<file path="src/rtl/rx_filter_pkg.sv">
// rx_filter_pkg: shared types and constants for the RX destination-MAC filter.
//   state_t         - frame FSM state (IDLE / PASS / DROP)
//   BCAST_MAC       - the all-ones broadcast destination
//   MIN_FIRST_KEEP  - tkeep[5:0] pattern a first beat needs to hold a full DA
//   get_dst_mac()   - reorders the first six wire bytes into a 48-bit DA
package rx_filter_pkg;

    typedef enum logic [1:0] {
        IDLE = 2'd0,
        PASS = 2'd1,
        DROP = 2'd2
    } state_t;

    localparam logic [47:0] BCAST_MAC      = 48'hFFFF_FFFF_FFFF;
    localparam logic [5:0]  MIN_FIRST_KEEP = 6'h3F;

    // Byte 0 on the wire sits in [7:0] of the beat, but the configured MAC
    // keeps its first wire byte in [47:40]; swap so the two compare directly.
    function automatic logic [47:0] get_dst_mac(input logic [47:0] first_bytes);
        return {first_bytes[7:0],   first_bytes[15:8],  first_bytes[23:16],
                first_bytes[31:24], first_bytes[39:32], first_bytes[47:40]};
    endfunction

endpackage

</file>
<file path="src/rtl/axis_reg_slice.sv">
// axis_reg_slice: single-beat AXI-Stream output register.
//   clk, rst_n           - clock, synchronous active-low reset
//   in_valid             - a beat is offered for loading
//   in_ready             - register can take a beat this cycle
//   in_data/keep/last    - beat contents
//   out_valid/data/keep/last - registered beat towards downstream
//   out_ready            - downstream ready
// The beat loads when in_valid && in_ready; out_valid clears when the held
// beat is taken and nothing new loads. in_ready only looks at the register
// state, so there is no combinational path from in_valid to in_ready.
module axis_reg_slice #(
    parameter int DATA_WIDTH = 64,
    parameter int KEEP_WIDTH = DATA_WIDTH / 8
) (
    input  logic                  clk,
    input  logic                  rst_n,
    input  logic                  in_valid,
    output logic                  in_ready,
    input  logic [DATA_WIDTH-1:0] in_data,
    input  logic [KEEP_WIDTH-1:0] in_keep,
    input  logic                  in_last,
    output logic                  out_valid,
    output logic [DATA_WIDTH-1:0] out_data,
    output logic [KEEP_WIDTH-1:0] out_keep,
    output logic                  out_last,
    input  logic                  out_ready
);

    logic load;

    // Free when empty, or when the held beat leaves this same cycle.
    assign in_ready = !out_valid || out_ready;
    assign load     = in_valid && in_ready;

    always_ff @(posedge clk) begin
        if (!rst_n) begin
            out_valid <= 1'b0;
            out_data  <= '0;
            out_keep  <= '0;
            out_last  <= 1'b0;
        end else if (load) begin
            out_valid <= 1'b1;
            out_data  <= in_data;
            out_keep  <= in_keep;
            out_last  <= in_last;
        end else if (out_ready) begin
            out_valid <= 1'b0;
        end
    end

endmodule

</file>
<file path="src/rtl/rx_mac_filter.sv">
// rx_mac_filter: destination-MAC filter on the RX AXI-Stream path.
//   clk, rst_n          - clock, synchronous active-low reset
//   s_t*                - upstream AXI-Stream (valid/data/keep/last/ready)
//   m_t*                - downstream AXI-Stream through a one-beat register
//   cfg_mac_addr        - station MAC, [47:40] first on the wire
//   cfg_promisc         - accept every non-runt frame
//   cfg_bcast_en        - accept the broadcast destination
//   stat_clr            - one-cycle pulse clearing all counters
//   stat_*_cnt          - saturating accept / drop / runt frame counters
//   dbg_state           - current frame FSM state
//
// Handshake: a beat moves on either stream only on a rising clk edge where
// valid && ready are both high; valid, once raised, holds with stable
// data/keep/last until that edge, and ready may rise or fall at any time.
//
// The forward/drop decision is taken on the first beat of a frame with the
// cfg_* values of that cycle; the FSM then carries it to tlast, so cfg
// changes mid-frame only affect the next frame.
module rx_mac_filter
    import rx_filter_pkg::*;
#(
    parameter int DATA_WIDTH = 64,
    parameter int KEEP_WIDTH = DATA_WIDTH / 8,
    parameter int CNT_WIDTH  = 32
) (
    input  logic                  clk,
    input  logic                  rst_n,
    input  logic                  s_tvalid,
    input  logic [DATA_WIDTH-1:0] s_tdata,
    input  logic [KEEP_WIDTH-1:0] s_tkeep,
    input  logic                  s_tlast,
    output logic                  s_tready,
    output logic                  m_tvalid,
    output logic [DATA_WIDTH-1:0] m_tdata,
    output logic [KEEP_WIDTH-1:0] m_tkeep,
    output logic                  m_tlast,
    input  logic                  m_tready,
    input  logic [47:0]           cfg_mac_addr,
    input  logic                  cfg_promisc,
    input  logic                  cfg_bcast_en,
    input  logic                  stat_clr,
    output logic [CNT_WIDTH-1:0]  stat_accept_cnt,
    output logic [CNT_WIDTH-1:0]  stat_drop_cnt,
    output logic [CNT_WIDTH-1:0]  stat_runt_cnt,
    output state_t                dbg_state
);

    localparam logic [CNT_WIDTH-1:0] CNT_ONE = CNT_WIDTH'(1);

    state_t      state, state_next;
    logic        slice_ready;
    logic        accept;
    logic        fwd;
    logic        inc_accept, inc_drop, inc_runt;
    logic [47:0] dst_mac;
    logic        is_runt, is_match;

    assign dbg_state = state;

    // DROP never stalls upstream; otherwise ready follows the output
    // register. Held low through reset so nothing is taken then.
    assign s_tready = rst_n && ((state == DROP) || slice_ready);
    assign accept   = s_tvalid && s_tready;

    assign dst_mac  = get_dst_mac(s_tdata[47:0]);
    // A first beat that is also the last, or that lacks any of the six DA
    // bytes, cannot be a valid frame. This also means a matched first beat
    // always leads into PASS.
    assign is_runt  = s_tlast || (s_tkeep[5:0] != MIN_FIRST_KEEP);
    assign is_match = cfg_promisc
                   || (cfg_bcast_en && (dst_mac == BCAST_MAC))
                   || (dst_mac == cfg_mac_addr);

    always_ff @(posedge clk) begin
        if (!rst_n) begin
            state <= IDLE;
        end else begin
            state <= state_next;
        end
    end

    always_comb begin
        state_next = state;
        fwd        = 1'b0;
        inc_accept = 1'b0;
        inc_drop   = 1'b0;
        inc_runt   = 1'b0;
        unique case (state)
            IDLE: begin
                if (accept) begin
                    if (is_runt) begin
                        inc_runt = 1'b1;
                    end else if (is_match) begin
                        fwd        = 1'b1;
                        state_next = PASS;
                    end else begin
                        state_next = DROP;
                    end
                end
            end
            PASS: begin
                if (accept) begin
                    fwd = 1'b1;
                    if (s_tlast) begin
                        inc_accept = 1'b1;
                        state_next = IDLE;
                    end
                end
            end
            DROP: begin
                if (accept && s_tlast) begin
                    inc_drop   = 1'b1;
                    state_next = IDLE;
                end
            end
            default: begin
                state_next = IDLE;
            end
        endcase
    end

    axis_reg_slice #(
        .DATA_WIDTH (DATA_WIDTH),
        .KEEP_WIDTH (KEEP_WIDTH)
    ) u_out_reg (
        .clk       (clk),
        .rst_n     (rst_n),
        .in_valid  (fwd),
        .in_ready  (slice_ready),
        .in_data   (s_tdata),
        .in_keep   (s_tkeep),
        .in_last   (s_tlast),
        .out_valid (m_tvalid),
        .out_data  (m_tdata),
        .out_keep  (m_tkeep),
        .out_last  (m_tlast),
        .out_ready (m_tready)
    );

    // Counters stick at all-ones; a clear in the same cycle as an
    // increment takes priority.
    always_ff @(posedge clk) begin
        if (!rst_n || stat_clr) begin
            stat_accept_cnt <= '0;
            stat_drop_cnt   <= '0;
            stat_runt_cnt   <= '0;
        end else begin
            if (inc_accept && (stat_accept_cnt != '1)) begin
                stat_accept_cnt <= stat_accept_cnt + CNT_ONE;
            end
            if (inc_drop && (stat_drop_cnt != '1)) begin
                stat_drop_cnt <= stat_drop_cnt + CNT_ONE;
            end
            if (inc_runt && (stat_runt_cnt != '1)) begin
                stat_runt_cnt <= stat_runt_cnt + CNT_ONE;
            end
        end
    end

endmodule

</file>
<file path="config.mk">
export PLATFORM = sky130hd
export DESIGN_NAME = rx_mac_filter
export DESIGN_NICKNAME = d
export VERILOG_FILES = /design/src/rtl/rx_filter_pkg.sv /design/src/rtl/axis_reg_slice.sv /design/src/rtl/rx_mac_filter.sv
export SDC_FILE = /design/constraint.sdc
export NUM_CORES = 1
export LEC_CHECK = 0
export BUFFER_PORTS_ARGS = -buffer_cell sky130_fd_sc_hd__buf_2
export CAP_MARGIN = 20
export CORE_MARGIN = 3
export CORE_UTILIZATION = 39
export CTS_CLUSTER_DIAMETER = 40
export DETAILED_ROUTE_END_ITERATION = 10
export MAX_ROUTING_LAYER = met4
export PLACE_DENSITY = 0.65
export SYNTH_ARGS = -nofsm -noshare
export SYNTH_HDL_FRONTEND = slang
export SYNTH_SLANG_ARGS = --single-unit
</file>
<file path="constraint.sdc">
create_clock -name clk -period 5.5 [get_ports clk]
set_input_delay 0.825 -clock clk [delete_from_list [all_inputs] [get_ports clk]]
set_output_delay 0.825 -clock clk [all_outputs]
set_load 0.02 [all_outputs]
</file>
==> results.md <==
| Step | Item | This run |
|:---|:---|:---|
| power | LEAKAGE | 5.08 nW |
| place | HPWL after DPL | 19400 um |
| grt | Via count of the first global-routing pass | 7390 |
| power | Clock network fraction of design power | 46.9% |
| finish | Post-layout net count | 1396 |
| timing | Max Clock Freq | 0.295 GHz |
| power | PD cells | 249 mW/mm2 |
| clock tree | Clk slew on worst S/H paths | 70 ps |
| clock tree | Number of levels in the clock H-tree | 4 |
| detailed routing | Vias after detailed routing | 7826 |
| job | Number of maximum-capacitance constraint violations | 0 |
| yosys | Synth Cell Area | 0.00829 mm2 |
| yosys | Largest area contributor in the synthesized netlist | sky130_fd_sc_hd__dfxtp_1 |
| yosys | Average cell area after synthesis | 8.46 um2 |
| yosys | Share of the synthesized area in the top cell type | 41.5% |
| grt | First-pass GRT wire length | 39800 um |
| timing | Worst Tran Pin Value | 1010 ps |
| clock tree | Post-cts hold buffer count | 0 |
| yosys | Main combinational cell family by area after synthesis | simple AND/OR/NAND/NOR gates |
| timing | Worst clock skew | 12.8 ps |
| worst setup path | Kind of critical path | primary input to flip-flop |
| power | Register share of total power | 47.1% |
| yosys | Cells taking the most area after synthesis | sky130_fd_sc_hd__dfxtp_1 (42%), sky130_fd_sc_hd__xor2_1 (8.9%), sky130_fd_sc_hd__mux2i_1 (8.7%) |
| floorplan | Die area | 0.0230 mm2 |
| yosys | Post-synthesis sequential area ratio | 41.5% |
| detailed routing | Via density | 5.05 |
| clock tree | Buffers inserted by post-CTS timing repair | 0 |
| detailed routing | Antenna viol nets, final | 0 |
| grt | Number of antenna violations at the first check in global routing | 2 |
| place | Final weighted congestion of routability-driven global placement | 0.959 |
| finish | Multi-input logic area | 0.00445 mm2 |
| clock tree | Number of clock sinks | 172 |
| grt | Maximum number of pins on one net before global-route repair | 97 |
| yosys | Simple logic cell fraction of the synthesized area | 27.3% |
| place | Quantity of I/O buffers inserted on ports | 300 |
| yosys | Proportion of synthesized area in mux cells | 8.69% |
| finish | Area growth, synth to finish | 28.0% |
| timing | Fraction of the cycle the final worst path needs | 61.6% |
| timing | Final Hold Violating Endpoints | 0 |
| timing | Shortest period the worst path allows | 3390 ps |
| finish | Most common library cell in the layout ignoring fill and taps | sky130_fd_sc_hd__buf_2 |
| clock tree | Clock insertion delay at the later pin of the skew report | 420 ps |
| worst setup path | Arrival time of data at the critical path endpoint | 3660 ps |
| yosys | Synth Instances | 980 |
| worst setup path | CP max FO | 53 |
| timing | Unrepaired setup endpoints after global routing | false |
| clock tree | Root buffer selected by CTS | sky130_fd_sc_hd__clkbuf_16 |
| yosys | Total of flip-flops plus latches after synthesis | 172 |
| yosys | Synthesized netlist net count | 1111 |
| clock tree | CTS buffer count | 17 |
| finish | Summed area of non-filler cells in the final layout | 0.0106 mm2 |
| timing | Final total negative setup slack | 0 ps |
| detailed routing | Iteration-0 DRC Markers | 425 |
| floorplan | Initial Utilization | 40.3% |
| finish | Register area | 0.00344 mm2 |
| outcome | Result of the run | complete, no violations |
| detailed routing | Total DRC errors in the routed layout | 0 |
| timing | Worst slew margin | 32.6% |
| yosys | Number of synthesized flops with an enable pin | 0 |
| floorplan | Area of the placeable core | 0.0206 mm2 |
| power | Combinational fraction of design power | 6.0% |
| yosys | Most used flip-flop cell after synthesis | sky130_fd_sc_hd__dfxtp_1 |
| detailed routing | 1st-pass router iterations | 4 |
| power | Switching share of total power | 23.9% |
| hold path | Hold Crit Class | flip-flop to flip-flop |
| yosys | Synth Warn # | 0 |
| yosys | Unique cell type count in the Yosys netlist | 48 |
| timing | Number of pins with negative max-slew slack in the final report | 0 |
| finish | Number of fill cells | 2015 |
| floorplan | Row Count | 52 |
| yosys | Post-Synth Adder-Cell Area | 0.453% |
| clock tree | TritonCTS clock tree | yes |
| detailed routing | Final routed wirelength across all metal layers | 25400 um |
| yosys | Xor and xnor fraction of the mapped netlist area | 12.9% |
| detailed routing | Wire length per cell | 16.4 um |
| power | Internal portion of total power | 2.02 mW |
| clock tree | Maximum buffer depth of the clock tree | 2 |
| floorplan | Die width | 152 um |
| power | Total net switching power | 0.633 mW |
| finish | Commonest non-fill, non-tap cells in the layout | sky130_fd_sc_hd__buf_2 (299), sky130_fd_sc_hd__dfxtp_1 (172), sky130_fd_sc_hd__nand2_1 (137) |
| worst setup path | Required @ worst endpoint | 5770 ps |
| yosys | Share of synthesized flip-flops with an asynchronous set or reset | 0% |
| clock tree | Post-cts repair resize count | 0 |
| grt | Global routing usage summed across all routing layers | 21.6% |
| power | Maximum VDD drop | 0.178 mV |
| grt | Overflow left after global routing | 0 |
| finish | Proportion of layout cells with a drive suffix above 1 | 27.2% |
| floorplan | Num ports | 301 |
| worst setup path | Startpoint types | primary input |
| yosys | Compound-gate portion of the synthesized area | 4.16% |
| floorplan | Die boundary height | 152 um |
| worst setup path | Worst setup EP type | flip-flop |
| place | Area after detailed placement | 0.00999 mm2 |
| timing | Final setup fails | 0 |
state kept, by name (all words and copies together), names as in the netlist:
register and cells:
stat_drop_cnt 32, dbg_state 2, u_out_reg.out_data 64, stat_accept_cnt 32, u_out_reg.out_valid 1, u_out_reg.out_last 1
stat_runt_cnt 32, u_out_reg.out_keep 8
cell usage after synthesis (3+ instances only):
library cell and instances:
sky130_fd_sc_hd__buf_4 5, sky130_fd_sc_hd__and3_1 15, sky130_fd_sc_hd__clkbuf_1 25, sky130_fd_sc_hd__nor4_1 21, sky130_fd_sc_hd__nor2b_1 4, sky130_fd_sc_hd__dfxtp_1 172, sky130_fd_sc_hd__nand2b_1 3, sky130_fd_sc_hd__nand4_1 49
sky130_fd_sc_hd__mux2i_1 72, sky130_fd_sc_hd__nor4b_1 3, sky130_fd_sc_hd__inv_1 63, sky130_fd_sc_hd__nor3_1 23, sky130_fd_sc_hd__nor2_1 97, sky130_fd_sc_hd__nand3_1 53, sky130_fd_sc_hd__or3_1 17, sky130_fd_sc_hd__o21ai_0 14
sky130_fd_sc_hd__buf_2 7, sky130_fd_sc_hd__and2_1 4, sky130_fd_sc_hd__nand2_1 137, sky130_fd_sc_hd__o31ai_1 3, sky130_fd_sc_hd__o21ai_1 5, sky130_fd_sc_hd__xnor2_1 38, sky130_fd_sc_hd__ha_1 3, sky130_fd_sc_hd__nor3b_1 6
sky130_fd_sc_hd__a21oi_1 20, sky130_fd_sc_hd__and4_1 14, sky130_fd_sc_hd__xor2_1 84
kinds of logic (layout without fill, tap and decap cells):
logic type	after synthesis	after routing
compound gates	55	55
buf+inv	101	399
other cells	0	2
simple gates	455	455
mux	72	72
fa+ha+maj	3	3
flops	172	172
xor+xnor	122	122
per-stage QoR:
step,power [mW],setup slack [ps],hold slack [ps],std cells,utilization [%]
finish,2.65,2110,455,1550,51.6
global route,2.74,1950,475,1550,51.6
CTS,2.68,2110,457,1547,51.6
detailed placement,1.43,1670,447,1515,48.6
global placement,1.43,1700,440,1515,48.6
floorplan,1.34,2780,536,980,-
power by group through the flow:
stage	registers [mW]	clock network (mW)	logic, mW
floorplan	1.28	0	0.0640
global placement	1.28	0	0.159
detailed placement	1.28	0	0.159
CTS	1.25	1.27	0.159
global route	1.25	1.32	0.172
finish	1.25	1.24	0.158
critical path, stage by stage:
cell and delay (ps):
sky130_fd_sc_hd__buf_2 130, sky130_fd_sc_hd__xor2_1 180, sky130_fd_sc_hd__nor4_1 440, sky130_fd_sc_hd__nand4_1 140
sky130_fd_sc_hd__o31ai_1 750, sky130_fd_sc_hd__o21bai_4 390, sky130_fd_sc_hd__buf_4 480, sky130_fd_sc_hd__mux2i_1 220
final timing paths:
kind	startpoint	end	slack [ps]	depth (start not counted)
setup / recovery	s_tdata[41]	u_out_reg.out_data[11]	2110	8
hold / removal	u_out_reg.out_data[10]	u_out_reg.out_data[10]	450	2
setup reg to reg	u_out_reg.out_valid	u_out_reg.out_data[11]	2850	6
hold reg to reg	u_out_reg.out_data[10]	u_out_reg.out_data[10]	450	2
per-layer routing:
| layer | part of all wire [%] | wire, um | global-route usage [%] | up-vias |
|---|---|---|---|---|
| li1 | - | - | - | 3918 |
| met5 | 0 | 0 | - | - |
| met4 | 3.6 | 922 | 9.46 | 0 |
| met1 | 42 | 10700 | 25.9 | 3591 |
| met2 | 48 | 12300 | 34.9 | 275 |
| met3 | 5.9 | 1500 | 5.03 | 42 |
cell type report:
| type | count | share of cell area [%] |
|---|---|---|
| multi-input cells | 707 | 41.9 |
| inverters | 63 | 2.23 |
| diodes | 2 | 0.0471 |
| clock buffers | 19 | 4.27 |
| repair buffers | 304 | 14.5 |
| clock inverters | 13 | 1.47 |
| flip-flops and latches | 172 | 32.4 |
| well taps | 270 | 3.18 |
(Power assumes the default switching activity.)
